<file path="config.mk">
export PLATFORM = sky130hd
export DESIGN_NAME = pipe_buffer_skid
export DESIGN_NICKNAME = d
export VERILOG_FILES = /design/src/rtl/pipe_buffer_skid.sv
export SDC_FILE = /design/constraint.sdc
export NUM_CORES = 1
export LEC_CHECK = 0
export ABC_AREA = 1
export ABC_CLOCK_PERIOD_IN_PS = 1300
export CAP_MARGIN = 10
export CORE_UTILIZATION = 45
export CTS_BUF_LIST = sky130_fd_sc_hd__clkbuf_8
export DETAILED_ROUTE_END_ITERATION = 8
export DONT_BUFFER_PORTS = 1
export GPL_TIMING_DRIVEN = 0
export PLACE_DENSITY = 0.58
export SYNTH_ARGS = -nofsm -noshare
export SYNTH_HDL_FRONTEND = slang
export SYNTH_SLANG_ARGS = --single-unit
</file>
<file path="constraint.sdc">
create_clock -name clk -period 1.3 [get_ports clk]
set_input_delay 0.13 -clock clk [delete_from_list [all_inputs] [get_ports clk]]
set_output_delay 0.13 -clock clk [all_outputs]
set_load 0.02 [all_outputs]
</file>
<file path="src/rtl/pipe_buffer_skid.sv">
// Inter-stage pipeline buffer with valid/ready handshake, 2-entry skid storage and synchronous flush.
// Define PIPE_BUFFER_PERF_CNT_EN to add saturating stall_cnt / flush_cnt performance counters.
module pipe_buffer_skid #(
    parameter int DATA_W = 32,
    parameter int NUM_CH = 3,
    parameter int CTRL_W = 3,
    parameter int CNT_W  = 16
) (
    input  logic                     clk,
    input  logic                     rst_n,
    input  logic                     in_valid,
    output logic                     in_ready,
    input  logic [CTRL_W-1:0]        dataIn_ctrl,
    input  logic [NUM_CH*DATA_W-1:0] dataIn_data,
    input  logic                     flush,
    output logic                     out_valid,
    input  logic                     out_ready,
    output logic [CTRL_W-1:0]        dataOut_ctrl,
    output logic [NUM_CH*DATA_W-1:0] dataOut_data
`ifdef PIPE_BUFFER_PERF_CNT_EN
    ,
    output logic [CNT_W-1:0]         stall_cnt,
    output logic [CNT_W-1:0]         flush_cnt
`endif
);
    localparam int DW = NUM_CH * DATA_W;

    logic              m_valid_q, m_valid_d;
    logic              s_valid_q, s_valid_d;
    logic [CTRL_W-1:0] m_ctrl_q, s_ctrl_q;
    logic [DW-1:0]     m_data_q, s_data_q;
    logic              m_load_in, m_load_s, s_load;
    logic              acc, drn;

    // Ready depends only on skid occupancy, so out_ready never reaches in_ready combinationally.
    assign in_ready     = !s_valid_q;
    assign acc          = in_valid & in_ready;
    assign drn          = m_valid_q & out_ready;
    assign out_valid    = m_valid_q;
    assign dataOut_data = m_data_q;
    assign dataOut_ctrl = m_valid_q ? m_ctrl_q : '0;

    always_comb begin
        m_valid_d = m_valid_q;
        s_valid_d = s_valid_q;
        m_load_in = 1'b0;
        m_load_s  = 1'b0;
        s_load    = 1'b0;
        if (flush) begin
            m_valid_d = 1'b0;
            s_valid_d = 1'b0;
        end else if (!m_valid_q) begin
            if (acc) begin
                m_valid_d = 1'b1;
                m_load_in = 1'b1;
            end
        end else if (drn) begin
            if (s_valid_q) begin
                m_load_s  = 1'b1;
                s_valid_d = 1'b0;
            end else if (acc) begin
                m_load_in = 1'b1;
            end else begin
                m_valid_d = 1'b0;
            end
        end else if (acc) begin
            s_load    = 1'b1;
            s_valid_d = 1'b1;
        end
    end

    always_ff @(posedge clk or negedge rst_n) begin
        if (!rst_n) begin
            m_valid_q <= 1'b0;
            s_valid_q <= 1'b0;
        end else begin
            m_valid_q <= m_valid_d;
            s_valid_q <= s_valid_d;
        end
    end

    always_ff @(posedge clk or negedge rst_n) begin
        if (!rst_n) begin
            m_ctrl_q <= '0;
            m_data_q <= '0;
            s_ctrl_q <= '0;
            s_data_q <= '0;
        end else begin
            if (m_load_in) begin
                m_ctrl_q <= dataIn_ctrl;
                m_data_q <= dataIn_data;
            end else if (m_load_s) begin
                m_ctrl_q <= s_ctrl_q;
                m_data_q <= s_data_q;
            end
            if (s_load) begin
                s_ctrl_q <= dataIn_ctrl;
                s_data_q <= dataIn_data;
            end
        end
    end

`ifdef PIPE_BUFFER_PERF_CNT_EN
    logic [CNT_W-1:0] stall_cnt_q, flush_cnt_q;

    function automatic logic [CNT_W-1:0] sat_inc(input logic [CNT_W-1:0] v);
        return (&v) ? v : v + {{(CNT_W-1){1'b0}}, 1'b1};
    endfunction

    always_ff @(posedge clk or negedge rst_n) begin
        if (!rst_n) begin
            stall_cnt_q <= '0;
            flush_cnt_q <= '0;
        end else begin
            if (m_valid_q && !out_ready)
                stall_cnt_q <= sat_inc(stall_cnt_q);
            if (flush && (m_valid_q || s_valid_q))
                flush_cnt_q <= sat_inc(flush_cnt_q);
        end
    end

    assign stall_cnt = stall_cnt_q;
    assign flush_cnt = flush_cnt_q;
`endif

endmodule
</file>
==> metrics <==
Worst-path clk slew=0.10 ns; initial drt markers=566; Layout Nets=1,462; H-tree Lvls=4; Core ar.=20,400 um2; Total Wirelength=about 28,000 um; CTS tree=done; # IOs=205; FP Rows=52; # placed instances=between 1,000 and 1,500; hold slack final=-0.649 ns; post-synth top area share=52.9%; P&R area growth vs syn=32.6%; Crit Path Category=reg2reg; Final Non-Filler Cells=1,640; DR pass1 iterations=7; DRC errors left=0; max-slew headroom at the worst pin=78.5%; Final HPWL DP=17,100 um; number of max-cap violations=0; count of cell types in the netlist=18; syn avg cell area=7.81 um2; placed cell area=10,000 um2; Worst Setup End Kind=flip-flop; die area=~22,000 um2; initial antenna violation count=0; root buf cell=clkbuf_8; Tot Pwr=16,300 uW; Tightest Hold Check Type=in2async; diode count=0; Worst Path Arrival=1.97 ns; Routed WL per cell=~17 um; outcome=finished with violations; first-pass GRT wire length=44,200 um; detailed-route via count=approximately 8,500; number of nets with antenna violations after routing=0; Yosys Warn Count=0; port bufs=0; clk_lat worst skew=0.47 ns; # fillers=1,842; leading area contributor after synthesis=dfrtp_1; period utilisation layout=124%; # clock sinks=200; largest net degree at the start of global routing=around 200; total grt overflow=0; unrepaired setup endpoints after global routing=true; Num CTS Buffers=17; overall die height=about 150 um; syn nets=approximately 1,300; Syn Inst Count=1,211; GPL Wtd Cong=0.834; final setup fails=between 200 and 250; Synth area leaders=dfrtp_1, nand2_1, nand3_1; Final Hold Viols=200; final worst slack=-0.308 ns; Clock Skews=0.0156 ns; starting density of the core=between 40% and 50%; CTS hold repair buffers=102; Vias per Instance=5.20; Critical Path RT=1.66 ns; CP Max Fanout=7; Die W=between 100 and 150 um; number of global-route vias before repair=8,188; min cycle time layout=1.61 ns; All-Layer GR Usage=26.0%; violated checks=hold timing, setup timing; Worst VDD drop=0.567 mV; share of post-route cells with drive strength above 1=18.6%; Clock Tree Buf Depth=2; post-synthesis sequential area ratio=52.9%; post-route cell area=12,500 um2; startpoint types=flip-flop; Cell Area, Synth=9460 um2; Highest Clock Rate=622 MHz; Worst Max-Slew Pin Slew=approximately 0.32 ns; Final Max Slew Viols=0; Power Dens Cells=1300 nW/um2; Place WS=-0.631 ns; LEAKAGE=0.00658 uW; flop and latch count out of synthesis=200
==> cell type report <==
type / instances / area (um2) / share of cell area [%]
plain buffers: 94 / 901 / 7.18
clock inverters: 13 / 154 / 1.23
inverters: 108 / 415 / 3.31
multi-input cells: 809 / 3990 / 31.8
clock buffers: 18 / 248 / 1.98
repair buffers: 128 / 1490 / 11.9
flip-flops and latches: 200 / 5010 / 39.9
well taps: 270 / 338 / 2.69
==> cell usage after synthesis, drive strengths merged <==
master	count
inv	108
nand3	298
clkbuf	27
dfrtp	200
o21ai	99
nand2	406
nor2	4
buf	67
nor3	2
==> cells by family (layout without fill, tap and decap cells) <==
group / after synthesis / count (layout) / synth area share [%]
simple gates: 710 / 710 / 32.6
buf+inv: 202 / 361 / 9.24
flops: 200 / 200 / 52.9
compound gates: 99 / 99 / 5.24
==> critical path, stage by stage, from the launching register on <==
cell       delay (ns)
dfrtp_2          0.56
nand2_4          0.09
buf_12           0.14
nand3_4          0.10
buf_12           0.12
buf_12           0.15
clkbuf_16        0.17
nand2_2          0.06
nand2_1          0.06
nand2_1          0.04
==> where the power goes <==
group	switching [uW]	total [uW]	internal (uW)
clock network	2210	4140	1940
logic	1510	2930	1430
registers	1650	9250	7590
total	5360	16300	11000
==> final timing paths <==
kind                                          start                           end  slack, ns  cells past startpoint
setup / recovery                out_valid$_DFF_PN0_  dataOut_data[16]$_DFFE_PN0P_      -0.31                      9
max in group asynchronous                     rst_n      s_data_q[53]$_DFFE_PN0P_       1.66                      0
hold / removal                                rst_n  dataOut_data[88]$_DFFE_PN0P_      -0.65                      0
hold reg to reg            s_data_q[35]$_DFFE_PN0P_      s_data_q[35]$_DFFE_PN0P_       0.49                      2
min in group clk                              flush  dataOut_data[73]$_DFFE_PN0P_       0.16                      5
setup reg to reg                out_valid$_DFF_PN0_  dataOut_data[16]$_DFFE_PN0P_      -0.31                      9
==> registers in the layout, summed over array words and instances, names as in the netlist <==
| register | count |
|---|---|
| s_data_q | 96 |
| out_valid | 1 |
| dataOut_data | 96 |
| s_ctrl_q | 3 |
| s_valid_q | 1 |
| m_ctrl_q | 3 |
==> timing repair <==
action | CTS | global route
cloned | 3 | 8
pin swaps | 18 | 30
endpoints found under the setup margin | 202 | 202
setup buffers | 14 | 1
resized for setup | 130 | 105
hold endpoints to repair | 400 | 200
==> cells in the final DEF, fill, tap and decap left out, types with 2 or more instances in the layout <==
cell type      synthesis  layout
o21ai_0               81      46
nand3_1              297     266
clkinvlp_4             0       2
nand2_8                0       2
buf_12                 0      11
inv_1                106     108
clkbuf_16              0       9
buf_6                  1      22
nand2_1              403     343
clkinv_2               0       3
buf_8                  0      15
buf_2                 38      23
clkbuf_8               0      23
o21ai_2                0       5
nand2_2                2      50
inv_6                  0       2
clkbuf_2               0      22
nand3_2                0      31
dlygate4sd3_1          0     102
buf_16                 0       3
buf_4                 16      10
o21ai_1               18      48
nand2_4                1      11
bufinv_16              0       3
nor3_1                 2       2
dfrtp_1              200     199
==> routing by layer <==
| layer | GRT usage (%) | vias up | wire length, um |
|---|---|---|---|
| met3 | 5.09 | 26 | 1400 |
| met5 | 0 | - | 0 |
| li1 | - | 4169 | - |
| met4 | 8.04 | 0 | 502 |
| met2 | 40.1 | 230 | 13100 |
| met1 | 37.0 | 4105 | 12700 |
==> per-stage QoR <==
step	TNS, ns	utilization, %	hold slack, ns
CTS	-48.78	59.2	-0.679
detailed placement	-95.20	49.2	-0.161
floorplan	-9.38	-	-0.166
global route	-64.41	61.4	-0.686
global placement	-94.27	49.2	-0.161
finish	-49.89	61.4	-0.649
Power figures use the tool's default switching activity.
